**config.mk**
```make
export PLATFORM = sky130hd
export DESIGN_NAME = instr_imm_encoder
export DESIGN_NICKNAME = d
export VERILOG_FILES = /design/src/rtl/instr_imm_encoder.sv
export SDC_FILE = /design/constraint.sdc
export NUM_CORES = 1
export LEC_CHECK = 0
export ABC_AREA = 0
export CAP_MARGIN = 20
export CORE_UTILIZATION = 31
export DETAILED_ROUTE_END_ITERATION = 8
export PLACE_DENSITY_LB_ADDON = 0.15
export SETUP_SLACK_MARGIN = 0.15
export SYNTH_ARGS = -nofsm -noshare
export SYNTH_HDL_FRONTEND = slang
export SYNTH_SLANG_ARGS = --single-unit
```
**constraint.sdc**
```tcl
create_clock -name clk -period 7.7 [get_ports clk]
set_input_delay 1.54 -clock clk [delete_from_list [all_inputs] [get_ports clk]]
set_output_delay 1.54 -clock clk [all_outputs]
set_load 0.02 [all_outputs]
```
**src/rtl/instr_imm_encoder.sv**
```systemverilog
`default_nettype none
// ============================================================================
//  Module      : instr_imm_encoder
//  Description : Packs a 32-bit immediate into the I/S/B/J/U fields of an
//                instruction template, flags values that the format cannot
//                represent, and queues the result in a small output FIFO with
//                valid/ready handshakes and a saturating error counter.
//  Revision    : 1.0 - initial release
// ============================================================================
module instr_imm_encoder #(
    parameter int DEPTH = 2,
    parameter int CNT_W = 16
) (
    input  logic              clk,
    input  logic              rst,
    input  logic              in_valid,
    output logic              in_ready,
    input  logic [2:0]        ImmSel,
    input  logic [31:0]       Imm,
    input  logic [31:0]       Base,
    output logic              out_valid,
    input  logic              out_ready,
    output logic [31:0]       Instr,
    output logic              out_err,
    output logic [CNT_W-1:0]  err_count
);

    localparam int                 c_ptr_w   = (DEPTH > 1) ? $clog2(DEPTH) : 1;
    localparam int                 c_occ_w   = $clog2(DEPTH + 1);
    localparam logic [c_occ_w-1:0] c_depth   = c_occ_w'(DEPTH);
    localparam logic [c_ptr_w-1:0] c_last    = c_ptr_w'(DEPTH - 1);
    localparam logic [CNT_W-1:0]   c_err_max = '1;

    localparam logic [2:0] c_sel_i = 3'b000;
    localparam logic [2:0] c_sel_s = 3'b001;
    localparam logic [2:0] c_sel_b = 3'b010;
    localparam logic [2:0] c_sel_j = 3'b011;
    localparam logic [2:0] c_sel_u = 3'b100;

    logic [31:0]        r_instr_mem [DEPTH];
    logic [DEPTH-1:0]   r_err_mem;
    logic [c_ptr_w-1:0] r_wptr;
    logic [c_ptr_w-1:0] r_rptr;
    logic [c_occ_w-1:0] r_occ;
    logic [CNT_W-1:0]   r_err_count;

    logic [31:0]        w_instr;
    logic               w_err;
    logic               w_push;
    logic               w_pop;

    // Handshakes depend only on registered occupancy, so out_ready never
    // reaches in_ready combinationally.
    assign in_ready  = (r_occ < c_depth);
    assign out_valid = (r_occ != '0);
    assign w_push    = in_valid && in_ready;
    assign w_pop     = out_valid && out_ready;
    assign Instr     = r_instr_mem[r_rptr];
    assign out_err   = r_err_mem[r_rptr];
    assign err_count = r_err_count;

    // Scatter immediate bits into the selected format and check that the
    // value survives the truncation (sign bits equal, alignment for B/J/U).
    always_comb begin
        w_instr = Base;
        w_err   = 1'b0;
        case (ImmSel)
            c_sel_i: begin
                w_instr[31:20] = Imm[11:0];
                w_err          = !((&Imm[31:11]) || !(|Imm[31:11]));
            end
            c_sel_s: begin
                w_instr[31:25] = Imm[11:5];
                w_instr[11:7]  = Imm[4:0];
                w_err          = !((&Imm[31:11]) || !(|Imm[31:11]));
            end
            c_sel_b: begin
                w_instr[31]    = Imm[12];
                w_instr[7]     = Imm[11];
                w_instr[30:25] = Imm[10:5];
                w_instr[11:8]  = Imm[4:1];
                w_err          = Imm[0] || !((&Imm[31:12]) || !(|Imm[31:12]));
            end
            c_sel_j: begin
                w_instr[31]    = Imm[20];
                w_instr[30:21] = Imm[10:1];
                w_instr[20]    = Imm[11];
                w_instr[19:12] = Imm[19:12];
                w_err          = Imm[0] || !((&Imm[31:20]) || !(|Imm[31:20]));
            end
            c_sel_u: begin
                w_instr[31:12] = Imm[31:12];
                w_err          = |Imm[11:0];
            end
            default: begin
                w_err = 1'b1;
            end
        endcase
    end

    // FIFO storage, wrapping pointers, occupancy and saturating error count.
    always_ff @(posedge clk) begin
        if (rst) begin
            for (int i = 0; i < DEPTH; i++) begin
                r_instr_mem[i] <= '0;
            end
            r_err_mem   <= '0;
            r_wptr      <= '0;
            r_rptr      <= '0;
            r_occ       <= '0;
            r_err_count <= '0;
        end else begin
            if (w_push) begin
                r_instr_mem[r_wptr] <= w_instr;
                r_err_mem[r_wptr]   <= w_err;
                r_wptr              <= (r_wptr == c_last) ? '0 : r_wptr + 1'b1;
                if (w_err && (r_err_count != c_err_max)) begin
                    r_err_count <= r_err_count + 1'b1;
                end
            end
            if (w_pop) begin
                r_rptr <= (r_rptr == c_last) ? '0 : r_rptr + 1'b1;
            end
            case ({w_push, w_pop})
                2'b10:   r_occ <= r_occ + 1'b1;
                2'b01:   r_occ <= r_occ - 1'b1;
                default: r_occ <= r_occ;
            endcase
        end
    end

endmodule
`default_nettype wire

```
==> impl_metrics.csv, run 1 <==
group,metric,value,unit
synthesis,yosys-top-cells-count,"nor2_1, edfxtp_1, mux2_2",
floorplan,boundaryPins,122,
timing,period_needed,4.08,ns
floorplan,rows,44,
worst_setup_path,crit_start,"ImmSel[1]",
worst_setup_path,critPathLaunchType,"input port",
synthesis,yosys-top-cells-area,"edfxtp_1, dfxtp_1, mux2_2",
synthesis,ys_seq_area_frac,0.520,
cts,cts_buffers,9,
cts,cts_buffer_depth,2,
timing,slew-limit-headroom,0.298,
detailed_routing,drtPass1Iterations,4,
worst_hold_path,hold_end,"r_err_mem[0]",
layout,final_layout_size_suffix_gt1_frac,0.0982,
synthesis,synth_compound_area_frac,0.115,
cts,clk_latency,0.34,ns
synthesis,synth.avg_cell_area,10.3,sq um
placed_design,hpwlAfterDp,8790,um
synthesis,syn_inst,447,
layout,syn2layout_area_growth,37.6,%
detailed_routing,drtIter0Drc,252,
cts,clock_sinks,87,
timing,worst_hold_slack,0.477,ns
cts,cts_hold_buffers,0,
worst_setup_path,critPathKind,"in2reg",
worst_setup_path,cp_data_arrival_time,4.30,ns
floorplan,start_util,0.317,
cts,ctsRootBufferMaster,"clkbuf_16",
placed_design,port_buffers,121,
synthesis,yosys.area_share.simple,0.203,
placed_design,gp_congestion,0.825,
cts,cts_resized,0,
worst_hold_path,holdPathStages,2,
timing,fin_crit_sh,0.529,
floorplan,core,14500,sq um
synthesis,synth-xor-area-share,0.00956,
pwr,power_leakage,2.32,nW
worst_setup_path,worst-path-max-fanout,25,
pwr,powerDensity,266,nW/um^2
timing,setup_tns,0,ns
worst_setup_path,r2r_cells,5,
worst_setup_path,r2r-end,"r_instr_mem[1][28]",
timing,setup_viol,0,
synthesis,synth_top_family_by_area,"simple AND/OR/NAND/NOR gates",
job,maxCapViolCount,0,
detailed_routing,vias_per_cell,5.09,
synthesis,syn_nets,520,
synthesis,synth-main-ff-cell,"edfxtp_1",
detailed_routing,post_drt_wl_per_cell,17.0,um
detailed_routing,routed_wl,12700,um
cts,cts_setup_buffers,0,
global_route,grt_pass1_vias,3802,
synthesis,syn-cell-area,4580,sq um
layout,ff_latch_area,2380,sq um
synthesis,yosys.area.top_type,"edfxtp_1",
layout,fillers,1413,
status,status,"completed",
cts,tritoncts,"done",
synthesis,synthMuxAreaShare,0.114,
global_route,grt_pass1_wl,19600,um
worst_setup_path,cp-end-kind,"flop",
detailed_routing,via_count,3790,
floorplan,die_h,124,um
worst_hold_path,min-delay-start,"r_err_mem[0]",
synthesis,yosysMostFrequentCell,"nor2_1",
synthesis,synth_cell_type_count,45,
synthesis,synth_edf_count,64,
cts,clkSlewWorstSetupHoldPaths,0.06,ns
synthesis,synth_fa_ha_area_frac,0.00546,
synthesis,synthArstFlopShare,0,
cts,h-tree-depth,3,
synthesis,yosys.area.top_type_share,0.419,
global_route,grt_antenna_before_repair,0,
worst_hold_path,hold_path_class,"reg2reg",
pwr,ir_worst_vdd,0.0880,mV
global_route,grt_use_total,0.171,
floorplan,dieWidth,124,um
global_route,grt-ovfl-total,0,
timing,rsz0062_at_grt,"no",
worst_setup_path,rrSetupSlack,5.11,ns
worst_setup_path,cp.required,7.93,ns
detailed_routing,drc,0,
layout,num-nets-final,629,
layout,multi_input_area,2060,sq um
worst_setup_path,r2r-start,"r_occ[1]",
timing,finalHoldViolCount,0,
timing,fin_skew,0.00581,ns
floorplan,die-area,15300,sq um
timing,worst_pin_slew,1.05,ns
pwr,p_total,1.68,mW
timing,slew_viol_final,0,
timing,max_freq,245,MHz
synthesis,ys_ff_latch,87,
global_route,grt_max_degree,34,
synthesis,ys_warn_count,0,
detailed_routing,final_antenna_net_count,0,
==> cells in the final DEF, fill, tap and decap left out, types with 2 or more instances in the layout <==
cell,instances
dfxtp_1,23
o211ai_1,2
nor2b_1,8
o22ai_1,2
mux2i_1,13
a21oi_1,27
nor3_1,4
ha_1,2
clkdlybuf4s50_1,121
and3_1,10
nand2b_1,3
and2_1,13
inv_1,9
nor4_1,8
nand4_1,9
clkbuf_16,9
and4_1,5
o21a_1,3
nand2_1,28
o211a_1,2
nor2_1,72
or4_1,12
o31ai_1,11
bufinv_16,3
a22oi_1,4
buf_4,4
xnor2_1,4
o21ai_0,19
edfxtp_1,64
o21bai_1,4
or3_1,3
o311ai_0,2
nand3_1,7
mux2_1,3
clkbuf_1,2
mux2_2,32
==> sequential cells by signal (all words and copies together), names as in the netlist, named ones only <==
name and cells:
r_rptr 1, err_count 16, r_occ 2, r_wptr 1, r_err_mem 2, r_instr_mem 64
==> metal layers <==
| metal | global-route usage | part of all wire | vias up |
|---|---|---|---|
| met2 | 0.279 | 0.48 | 105 |
| met3 | 0.0298 | 0.050 | 19 |
| met4 | 0.0761 | 0.021 | 0 |
| li1 | - | - | 1865 |
| met5 | 0 | 0 | - |
| met1 | 0.220 | 0.45 | 1801 |
==> where the power goes <==
part / internal, mW / switching (mW) / total [mW]
Combinational: 0.268 / 0.293 / 0.561
Clock: 0.315 / 0.177 / 0.492
Sequential: 0.593 / 0.0300 / 0.623
==> stage by stage <==
step                std cells  utilization  cell area [sq um]  worst slack, ns
floorplan                 447            -               4580             3.72
global placement          728        0.411               5950             3.30
detailed placement        728        0.411               5950             3.30
CTS                       743        0.434               6280             3.66
global route              744        0.435               6300             3.40
finish                    745        0.436               6310             3.62
==> kinds of logic after synthesis <==
family	count (synthesis)
AOI/OAI and AO/OA	83
adders and majority gates	2
xor gates and xnor gates	5
buffers and inverters	37
muxes	48
DFF	87
and+or+nand+nor	185
==> worst max path at each step <==
stage | endpoint | slack (ns) | depth (start not counted)
floorplan | r_instr_mem[0][0] | 3.72 | 3
global placement | err_count[10] | 3.30 | 7
detailed placement | err_count[10] | 3.30 | 7
CTS | err_count[10] | 3.66 | 7
global route | err_count[12] | 3.40 | 7
finish | err_count[10] | 3.62 | 7
==> layout make-up <==
cell class	instances	area share
Clock inverter	4	0.0151
Antenna cell	1	0.000397
Tap cell	184	0.0365
Timing Repair Buffer	126	0.201
Clock buffer	11	0.0369
Multi-Input combinational cell	323	0.327
Sequential cell	87	0.378
Inverter	9	0.00536
==> critical path, stage by stage <==
cell             delay, ns
clkdlybuf4s50_1       0.86
nor2_1                0.82
nand4_1               0.31
nand3_1               0.17
nor2_1                0.07
o21a_1                0.22
mux2_1                0.30
Power figures use the tool's default switching activity.
==> run 2, diff against run 1 <==
clock period = 3.85 ns   (was 7.7 ns; I/O delays follow)
==> impl_metrics.csv, run 2 (synthesis gave the netlist of run 1 again) <==
group,metric,value,unit
worst_setup_path,critPathLaunchType,"input port",
cts,ctsRootBufferMaster,"clkbuf_16",
timing,max_freq,346,MHz
timing,fin_skew,0.00713,ns
timing,worst_hold_slack,0.475,ns
detailed_routing,final_antenna_net_count,0,
placed_design,port_buffers,121,
global_route,grt_use_total,0.170,
status,status,"completed",
global_route,grt_antenna_before_repair,0,
floorplan,die-area,15300,sq um
detailed_routing,via_count,3874,
detailed_routing,post_drt_wl_per_cell,16.9,um
layout,final_cell_mix,"clkdlybuf4s50_1, nor2_1, edfxtp_1",
layout,final_common_cell,"clkdlybuf4s50_1",
cts,clkSlewWorstSetupHoldPaths,0.06,ns
floorplan,die_h,124,um
pwr,powerDensity,520,nW/um^2
floorplan,core,14500,sq um
floorplan,boundaryPins,122,
detailed_routing,drc,0,
layout,largest_reg_flops,64,
timing,fin_crit_sh,0.750,
timing,setup_viol,0,
floorplan,rows,44,
global_route,grt-ovfl-total,0,
placed_design,gp_congestion,0.863,
cts,cts_buffer_depth,2,
detailed_routing,routed_wl,12700,um
timing,setup_tns,0,ns
timing,slew_viol_final,0,
pwr,ir_worst_vdd,0.208,mV
layout,final_layout_size_suffix_gt1_frac,0.114,
pwr,p_total,3.30,mW
worst_setup_path,critPathKind,"in2reg",
cts,clk_latency,0.34,ns
job,maxCapViolCount,0,
cts,cts_setup_buffers,0,
layout,utilization,0.438,
timing,setup_slack,0.963,ns
layout,max_flop_register,"r_instr_mem",
placed_design,hpwlAfterDp,8780,um
cts,cts_buffers,9,
layout,syn2layout_area_growth,38.3,%
cts,h-tree-depth,3,
worst_setup_path,worst-path-max-fanout,27,
worst_setup_path,cp.required,4.12,ns
global_route,grt_pass1_vias,3849,
worst_hold_path,hold_path_class,"reg2reg",
detailed_routing,drtPass1Iterations,5,
cts,clock_sinks,87,
detailed_routing,drtIter0Drc,273,
timing,period_needed,2.89,ns
placed_design,pre_cts_ws,0.618,ns
cts,tritoncts,"done",
global_route,grt_max_degree,34,
worst_setup_path,cp-end-kind,"flop",
timing,finalHoldViolCount,0,
timing,rsz0062_at_grt,"no",
layout,antenna_cells,0,
timing,worst_pin_slew,1.07,ns
timing,slew-limit-headroom,0.288,
layout,num-nets-final,636,
floorplan,dieWidth,124,um
cts,cts_resized,0,
floorplan,start_util,0.317,
detailed_routing,vias_per_cell,5.15,
global_route,grt_pass1_wl,19400,um
worst_setup_path,cp_data_arrival_time,3.16,ns
pwr,power_leakage,2.34,nW
cts,cts_hold_buffers,0,
[run 2: cell types whose count changed in the layout (fill, tap and decap cells not counted), moves of 2 or more]
| cell | change |
|---|---|
| buf_4 | +7 |
| bufinv_16 | -2 |
| clkbuf_1 | -2 |
| clkbuf_8 | +3 |
[run 2: power breakdown]
part           internal (mW)  switching [mW]
combinational          0.542           0.588
sequential              1.19          0.0600
clock                  0.557           0.367
[run 2: final timing paths]
check                     from             to  slack [ns]  cells past startpoint
setup / recovery     ImmSel[1]   err_count[4]        0.96                      6
hold reg to reg   r_err_mem[1]   r_err_mem[1]        0.48                      2
setup reg to reg  err_count[0]  err_count[10]        1.54                      6
hold / removal    r_err_mem[1]   r_err_mem[1]        0.48                      2
[run 2: routing by layer]
| metal | global-route usage | part of all wire | vias up |
|---|---|---|---|
| li1 | - | - | 1882 |
| met1 | 0.215 | 0.45 | 1844 |
| met2 | 0.284 | 0.48 | 124 |
| met3 | 0.0279 | 0.043 | 24 |
| met4 | 0.0798 | 0.022 | 0 |
| met5 | 0 | 0 | - |
[run 2: final cells by class]
cell class              count  area, sq um
clock buffers              12          267
clock inverters             4         51.3
fillers                  1398         8140
inverters                   9         33.8
multi-input cells         323         2060
flip-flops and latches     87         2380
well taps                 184          230
repair buffers            133         1310
[run 2: per-stage QoR]
| stage | std cells | instance area (sq um) |
|---|---|---|
| after floorplan | 447 | 4580 |
| after global placement | 736 | 6020 |
| after detailed placement | 736 | 6020 |
| after CTS | 752 | 6340 |
| after global routing | 752 | 6340 |
| final | 752 | 6340 |
[run 2: critical path, cell delays in order]
cell and delay, ns:
clkdlybuf4s50_1 0.70, nor2b_1 0.09, a32o_1 0.31, o41a_4 0.60, or4_1 0.50, a21oi_1 0.18
